`src/rtl/stage3_ex_mdu.sv`:
```
// MIPS execute stage: ALU, branch-target add, RegDst select and EX/MEM register,
// plus an iterative MULTU/DIVU engine with HI/LO and pipeline valid/stall/flush control.
module stage3_ex_mdu #(
  parameter int unsigned WIDTH      = 32,
  parameter int unsigned REG_ADDR_W = 5
) (
  input  logic                  clk,
  input  logic                  rst_n,
  input  logic                  in_valid,
  input  logic                  stall_in,
  input  logic                  flush,
  input  logic [WIDTH-1:0]      pc4,
  input  logic                  alusrc,
  input  logic [WIDTH-1:0]      data1,
  input  logic [WIDTH-1:0]      data2,
  input  logic [WIDTH-1:0]      seimm,
  input  logic [1:0]            aluop,
  input  logic [2:0]            md_op,
  input  logic                  regdst,
  input  logic [REG_ADDR_W-1:0] rt,
  input  logic [REG_ADDR_W-1:0] rd,
  output logic [WIDTH-1:0]      pc4_out,
  output logic [WIDTH-1:0]      alurslt,
  output logic                  zero,
  output logic [WIDTH-1:0]      data2_out,
  output logic [REG_ADDR_W-1:0] wrreg_out,
  output logic                  out_valid,
  output logic                  stall_out,
  output logic                  md_busy
);

  localparam int unsigned CNT_W = $clog2(WIDTH) + 1;
  localparam logic [2:0] MD_MULTU = 3'b001;
  localparam logic [2:0] MD_DIVU  = 3'b010;
  localparam logic [2:0] MD_MFHI  = 3'b011;
  localparam logic [2:0] MD_MFLO  = 3'b100;

  typedef enum logic [1:0] {S_IDLE, S_MUL, S_DIV} state_t;

  state_t                  state_q, state_d;
  logic [CNT_W-1:0]        cnt_q, cnt_d;
  logic [WIDTH-1:0]        acc_q, acc_d;
  logic [WIDTH-1:0]        wlo_q, wlo_d;
  logic [WIDTH-1:0]        opb_q, opb_d;
  logic [WIDTH-1:0]        hi_q, hi_d;
  logic [WIDTH-1:0]        lo_q, lo_d;
  logic [WIDTH-1:0]        pc4_out_q, pc4_out_d;
  logic [WIDTH-1:0]        alurslt_q, alurslt_d;
  logic                    zero_q, zero_d;
  logic [WIDTH-1:0]        data2_out_q, data2_out_d;
  logic [REG_ADDR_W-1:0]   wrreg_q, wrreg_d;
  logic                    out_valid_q, out_valid_d;

  logic [WIDTH-1:0]        alu_b, alu_sum, alu_diff, res;
  logic [REG_ADDR_W-1:0]   dest;
  logic                    is_start_op, load, start;
  logic [WIDTH:0]          mul_add, div_shift, div_trial;
  logic [WIDTH-1:0]        step_acc, step_wlo;

  assign md_busy     = (state_q != S_IDLE);
  assign stall_out   = stall_in | (in_valid & md_busy & (md_op != 3'b000));
  assign is_start_op = (md_op == MD_MULTU) || (md_op == MD_DIVU);
  assign load        = ~stall_out & ~flush;
  assign start       = load & in_valid & is_start_op;

  // ALU, HI/LO move and destination select
  always_comb begin
    alu_b    = alusrc ? seimm : data2;
    alu_sum  = data1 + alu_b;
    alu_diff = data1 - alu_b;
    res      = alu_sum;
    case (aluop)
      2'b01: res = alu_diff;
      2'b10: begin
        case (seimm[5:0])
          6'h22:   res = alu_diff;
          6'h24:   res = data1 & alu_b;
          6'h25:   res = data1 | alu_b;
          6'h27:   res = ~(data1 | alu_b);
          6'h2A:   res = {{(WIDTH-1){1'b0}}, ($signed(data1) < $signed(alu_b))};
          default: res = alu_sum;
        endcase
      end
      default: res = alu_sum;
    endcase
    dest = regdst ? rd : rt;
    if (md_op == MD_MFHI) begin
      res  = hi_q;
      dest = rd;
    end else if (md_op == MD_MFLO) begin
      res  = lo_q;
      dest = rd;
    end else if (is_start_op) begin
      dest = '0;
    end
  end

  // Next state for EX/MEM register and the mul/div engine
  always_comb begin
    pc4_out_d   = pc4_out_q;
    alurslt_d   = alurslt_q;
    zero_d      = zero_q;
    data2_out_d = data2_out_q;
    wrreg_d     = wrreg_q;
    out_valid_d = out_valid_q;
    state_d     = state_q;
    cnt_d       = cnt_q;
    acc_d       = acc_q;
    wlo_d       = wlo_q;
    opb_d       = opb_q;
    hi_d        = hi_q;
    lo_d        = lo_q;
    step_acc    = acc_q;
    step_wlo    = wlo_q;

    mul_add   = {1'b0, acc_q} + (wlo_q[0] ? {1'b0, opb_q} : {(WIDTH+1){1'b0}});
    div_shift = {acc_q, wlo_q[WIDTH-1]};
    div_trial = div_shift - {1'b0, opb_q};

    if (flush)          out_valid_d = 1'b0;
    else if (stall_in)  out_valid_d = out_valid_q;
    else if (stall_out) out_valid_d = 1'b0;
    else                out_valid_d = in_valid;

    if (load) begin
      pc4_out_d   = pc4 + {seimm[WIDTH-3:0], 2'b00};
      alurslt_d   = res;
      zero_d      = (res == '0);
      data2_out_d = data2;
      wrreg_d     = dest;
    end

    case (state_q)
      S_IDLE: begin
        if (start) begin
          state_d = (md_op == MD_MULTU) ? S_MUL : S_DIV;
          cnt_d   = '0;
          acc_d   = '0;
          wlo_d   = data1;
          opb_d   = data2;
        end
      end
      S_MUL, S_DIV: begin
        if (state_q == S_MUL) begin
          {step_acc, step_wlo} = {mul_add, wlo_q[WIDTH-1:1]};
        end else if (div_shift >= {1'b0, opb_q}) begin
          step_acc = div_trial[WIDTH-1:0];
          step_wlo = {wlo_q[WIDTH-2:0], 1'b1};
        end else begin
          step_acc = div_shift[WIDTH-1:0];
          step_wlo = {wlo_q[WIDTH-2:0], 1'b0};
        end
        acc_d = step_acc;
        wlo_d = step_wlo;
        cnt_d = cnt_q + CNT_W'(1);
        if (cnt_q == CNT_W'(WIDTH - 1)) begin
          state_d = S_IDLE;
          hi_d    = step_acc;
          lo_d    = step_wlo;
        end
      end
      default: state_d = S_IDLE;
    endcase
  end

  always_ff @(posedge clk) begin
    if (!rst_n) begin
      state_q     <= S_IDLE;
      cnt_q       <= '0;
      acc_q       <= '0;
      wlo_q       <= '0;
      opb_q       <= '0;
      hi_q        <= '0;
      lo_q        <= '0;
      pc4_out_q   <= '0;
      alurslt_q   <= '0;
      zero_q      <= 1'b0;
      data2_out_q <= '0;
      wrreg_q     <= '0;
      out_valid_q <= 1'b0;
    end else begin
      state_q     <= state_d;
      cnt_q       <= cnt_d;
      acc_q       <= acc_d;
      wlo_q       <= wlo_d;
      opb_q       <= opb_d;
      hi_q        <= hi_d;
      lo_q        <= lo_d;
      pc4_out_q   <= pc4_out_d;
      alurslt_q   <= alurslt_d;
      zero_q      <= zero_d;
      data2_out_q <= data2_out_d;
      wrreg_q     <= wrreg_d;
      out_valid_q <= out_valid_d;
    end
  end

  assign pc4_out   = pc4_out_q;
  assign alurslt   = alurslt_q;
  assign zero      = zero_q;
  assign data2_out = data2_out_q;
  assign wrreg_out = wrreg_q;
  assign out_valid = out_valid_q;

endmodule
```
`config.mk`:
```
export PLATFORM = sky130hd
export DESIGN_NAME = stage3_ex_mdu
export DESIGN_NICKNAME = d
export VERILOG_FILES = /design/src/rtl/stage3_ex_mdu.sv
export SDC_FILE = /design/constraint.sdc
export NUM_CORES = 1
export LEC_CHECK = 0
export CAP_MARGIN = 10
export CORE_MARGIN = 1.5
export CORE_UTILIZATION = 55
export CTS_BUF_LIST = sky130_fd_sc_hd__clkbuf_16
export CTS_CLUSTER_SIZE = 20
export DETAILED_ROUTE_END_ITERATION = 16
export GPL_TIMING_DRIVEN = 0
export HOLD_SLACK_MARGIN = 0.06
export PLACE_DENSITY = 0.78
export SLEW_MARGIN = 20
export SYNTH_ARGS = -nofsm -noshare
export SYNTH_HDL_FRONTEND = slang
export SYNTH_SLANG_ARGS = --single-unit
export TNS_END_PERCENT = 50
```
`constraint.sdc`:
```
create_clock -name clk -period 9.5 [get_ports clk]
set_clock_uncertainty 0.2 [all_clocks]
set_input_delay 2.85 -clock clk [delete_from_list [all_inputs] [get_ports clk]]
set_output_delay 2.85 -clock clk [all_outputs]
set_load 0.02 [all_outputs]
```
Yosys cells after proc, flatten, opt, wreduce, memory -nomap -nowiden
Index checks and enable logic that the tools add are counted.
{"block": "word_totals", "mem_count": 0, "latchBits": 0, "ramBits": 0, "ff_bits": 271, "romBits": 0, "elab_cells": 86, "output_inout_bits": 105, "inputBits": 150}
{"block": "op_classes", "n_addsub": 6, "bitwise": 12, "order_cmp": 2, "div": 0, "n_shift": 0, "reduce_logical": 12, "eq_ne": 16, "n_mux": 25, "multipliers": 0}
{"operator": "$mux W32", "n": 9}
{"operator": "$pmux W32 S2", "n": 3}
{"operator": "$pmux W32 S5", "n": 1}
{"operator": "$add A32 B32 Y32", "n": 2}
{"operator": "$sub A32 B32 Y32", "n": 2}
{"operator": "$add A32 B32 Y33", "n": 1}
{"operator": "$ge A33 B32 Y1", "n": 1}
{"operator": "$and A32 B32 Y32", "n": 1}
{"operator": "$logic_not A32 Y1", "n": 1}
{"operator": "$lt A32 B32 Y1", "n": 1}
{"operator": "$not A32 Y32", "n": 1}
{"operator": "$or A32 B32 Y32", "n": 1}
{"operator": "$eq A6 B6 Y1 const B", "n": 5}
{"operator": "$mux W5", "n": 4}
{"operator": "$pmux W6 S2", "n": 1}
{"operator": "$reduce_and A2 Y1", "n": 4}
{"operator": "$add A6 B1 Y6 const B", "n": 1}
{"operator": "$eq A3 B2 Y1 const B", "n": 2}
{"operator": "$eq A6 B5 Y1 const B", "n": 1}
{"operator": "$mux W2", "n": 3}
{"operator": "$mux W6", "n": 1}
{"operator": "$and A1 B1 Y1", "n": 5}
{"operator": "$eq A2 B1 Y1 const B", "n": 2}
{"operator": "$eq A2 B2 Y1 const B", "n": 2}
{"operator": "other kinds (12)", "n": 18}

Logic depth before layout (Yosys ltp)
{"block": "depth", "depth_word": 10, "mapped_depth": 19, "mapped_depth_nobuf": 17}

Worst setup path after synthesis
No wires, ideal clock.
{"block": "synth_path", "path_kind": "input to register", "start": "input port seimm[1]", "end": "register zero_q (netlist: zero)", "t_required_ps": 9216, "path_stages": 18, "setup_time_ps": 84, "path_buffers": 4, "t_arrival_ps": 6952, "slack_ps": 2263, "path_cell_list": "buf_2 > buf_2 > buf_2 > buf_2 > mux2i_1 > fa_1 > nand2b_1 > a21oi_1 > a221o_1 > o211ai_1 > nand3_1 > a311oi_1 > xnor2_1 > nor2_1 > o41ai_1 > o2111a_1 > nand4_1 > o31ai_2"}
{"block": "synth_via", "elab_chain_len": 8, "elab_cells_between_ends": 17, "classes_between": "add/sub (2); order compare (1); eq/ne (5); mux (5); bitwise (3); reduce/logical (1)"}
{"element": "from (decl)", "line": "16", "source": "input logic [WIDTH-1:0] seimm,"}
{"element": "branches (longest 4 deep; another with $add A32 B32 Y32)"}
{"element": "$pmux W32 S2 *", "line": "72", "source": "case (aluop)"}
{"element": "$mux W32 *", "line": "90", "source": "end else if (md_op == MD_MFLO) begin"}
{"element": "$mux W32 *", "line": "87", "source": "if (md_op == MD_MFHI) begin"}
{"element": "$logic_not A32 Y1 *", "line": "128", "source": "zero_d = (res == '0);"}
{"element": "to (signal assigned)", "line": "191", "source": "zero_q <= zero_d;"}
{"element": "to (decl)", "line": "49", "source": "logic zero_q, zero_d;"}
Mark *: on every way between the ends.
A chain may end at the register's enable or synchronous reset.

Final worst setup path
Same ends and word-level chain as after synthesis.

==> impl_metrics.toml <==
[outcome]
status = "finished, final reports clean"

[global_routing]
grt_max_degree = 17
antenna_found_initial = 1
grt_overflow = 0
grt_pass1_wl_mm = 147
track_usage = 0.465
grt_pass1_vias = 24508

[cts]
post_cts_buffers = 0
htreeDepth = 1
cts.sinks = 271
cts_root_buf = "clkbuf_16"
clk_pin_slew_ns = 0.07
cts_tree = "yes"
clockBufferDepth = 3
clk_latency_ns = 0.56
cts_hold_buffers = 0
cts_buffers = 26

[setup_path]
r2r_cells = 14
worstSetupStartpointType = "input port"
crit_slowest_cell = "clkdlybuf4s50_1"
path_class = "input port to register"
cp_cell_sequence = "clkdlybuf4s50_1 -> buf_2 -> buf_2 -> buf_2 -> buf_2 -> mux2i_1 -> ha_1 -> a211oi_1 -> o21ai_0 -> and3_1 -> o21a_1 -> o21ai_0 -> o21ai_0 -> o41ai_2 -> nand4_1 -> nor4_1 -> nand4_1 -> o31ai_2"
cp_max_fo = 10
cpMostUsedCell = "buf_2"
worstPathArrival_ns = 9.78
cp.required_ns = 9.78
r2r-start = "wlo_q[0]"
critPathCaptureType = "register"
critical-path-max-stage-delay_ns = 0.62
r2r_slack_ns = 4.48
r2r_end = "acc_q[27]"

[floorplanning]
row_count = 73
core_region_area_mm2 = 0.0399
die_w_um = 205
die_area_mm2 = 0.0419
die_h_um = 205
pin_count = 255
initial_core_util = 0.560

[drt]
drt.antenna.violating_nets = 0
detail_route.wl_per_cell_um = 26.5
via_count = 25548
initialDrtViolationCount = 3371
vias_per_cell = 6.71
first_pass_iters = 7
wl_mm = 101
drcViolationCount = 0

[sta]
slew_headroom = 0.218
hold_slack_ns = 0.259
slew_violations = 0
worstMarginPinSlew_ns = 1.16
hold_violations = 0
max_freq_mhz = 105
rsz0062_at_grt = "false"
setup_viol = 0
tns_ns = 0
fin_crit_ns = 9.49
fin_crit_sh = 0.999
layout_setup_ws_ns = 0.00521

[min_path]
hold_start = "pc4_out[13]"
hp-class = "register to register"
hold_path_depth = 2
min_to = "pc4_out[13]"

[job]
maxCapViolCount = 0

[power]
p_per_area_mw_per_mm2 = 131
p_total_mw = 3.45
p_leak_nw = 10.4
max-vdd-ir-drop_v = 0.000181

[cells_and_area]
area_delta_synth_final_pct = 18.0
nets = 3610
fin_cells = 3808
drive_gt1_frac = 0.0341
postLayoutCoreUtil = 0.661
final_area_mm2 = 0.0264

[synth]
synth_common_cells = "354 x nand2_1, 307 x a21oi_1, 271 x dfxtp_1"
synth_edf_count = 0
synth_top_area_share = 0.243
netlist_instances = 2979
synthesis.nets = 3329
ys.flop_type = "dfxtp_1"
ys_async_sr_fraction = 0
synthDistinctLibCells = 97
synth.avg_cell_area_um2 = 7.50
yosysMostFrequentCell = "nand2_1"
yosys_register_bits = 271
netlist_area_mm2 = 0.0224
yosys_warnings = 0
ys_seq_area_frac = 0.243
yosys.area.top_type = "dfxtp_1"
synth.area.top_cells = "dfxtp_1 24%, ha_1 11%, a21oi_1 6.9%, nand2_1 5.9%, nor2_1 4.3%"

[placed_design]
gp_congestion = 1.05
dp_hpwl_mm = 80.5
dp_cells = 3757
pre_cts_ws_ns = -0.730
placed_area_mm2 = 0.0256
io_buffers = 251
## worst max-delay path by stage
| stage | cells past startpoint | startpoint | end | slack (ns) |
|---|---|---|---|---|
| after floorplan | 18 | seimm[1] | zero | 2.26 |
| after global placement | 19 | seimm[1] | zero | -0.66 |
| after detailed placement | 19 | seimm[1] | zero | -0.73 |
| after CTS | 18 | seimm[1] | zero | 0.07 |
| after global routing | 18 | seimm[1] | zero | 0.007 |
| final | 18 | seimm[1] | zero | 0.005 |
## kinds of logic after synthesis
| logic type | share of synthesized area |
|---|---|
| AO/OA/AOI/OAI | 0.292 |
| XOR/XNOR | 0.0584 |
| adder cells (fa/ha/maj) | 0.114 |
| buffers and inverters | 0.0579 |
| flip-flops | 0.243 |
| multiplexers | 0.0397 |
| AND/OR/NAND/NOR | 0.196 |
## cell usage in the layout (no fill, tap or decap), types with 17 or more instances in the layout
master,synthesis,final
a21oi_1,307,307
clkdlybuf4s50_1,0,251
nor3_1,53,52
a22oi_1,26,26
o31ai_1,20,20
mux2i_1,82,82
a211oi_1,95,95
buf_2,21,21
inv_1,153,155
and2_1,45,45
a31oi_1,26,26
o21a_1,32,32
ha_1,195,195
a21o_1,66,66
xor2_1,41,41
clkbuf_16,0,27
nor2_1,259,259
a221oi_1,19,19
xnor2_1,108,108
a22o_1,19,19
nand2b_1,29,29
nand3_1,63,63
a221o_1,17,17
dfxtp_1,271,271
nand4_1,20,20
o21ai_0,178,178
nor2b_1,33,33
clkbuf_1,142,142
o211ai_1,36,36
nand2_1,354,354
o21bai_1,22,22
## power breakdown
part	internal (mW)	total [mW]	switching, mW
registers	1.17	1.19	0.0221
clock network	0.520	1.01	0.485
logic	0.452	1.26	0.807
## per-layer routing
metal	up-vias	share of wire	track usage	wire (um)
met2	1849	0.44	0.754	44800
met4	0	0.085	0.349	8610
met3	511	0.12	0.111	11900
met5	-	0	0	0
li1	11251	-	-	-
met1	11937	0.35	0.529	35700
## what timing repair did
action | in CTS | in global routing
endpoints found under the hold margin | 0 | 0
endpoints found under the setup margin | 1 | 1
pin swaps | 0 | 0
gates resized for setup | 1 | 2
## critical path, delay by kind of cell
kind | cells | cell delay [ns]
compound gates | 7 | 2.69
fa+ha+maj | 1 | 0.44
buf+inv | 5 | 2.33
mux | 1 | 0.37
simple gates | 4 | 1.09
## flip-flops by register name, summed over array words and instances (netlist names)
| register | count |
|---|---|
| cnt_q | 6 |
| data2_out | 32 |
| zero | 1 |
| alurslt | 32 |
| pc4_out | 32 |
| wrreg_out | 5 |
| acc_q | 32 |
| state_q | 2 |
| lo_q | 32 |
| out_valid | 1 |
| wlo_q | 32 |
| hi_q | 32 |
| opb_q | 32 |
## final cells by class
class / count / area [um2]
repair buffers: 253 / 2530
multi-input cells: 2376 / 15700
flip-flops and latches: 271 / 5430
clock inverters: 21 / 121
diodes: 3 / 7.51
clock buffers: 27 / 676
fillers: 3424 / 13500
plain buffers: 178 / 717
well taps: 525 / 657
inverters: 154 / 578
Note: power is estimated with default switching activity, not from simulation.
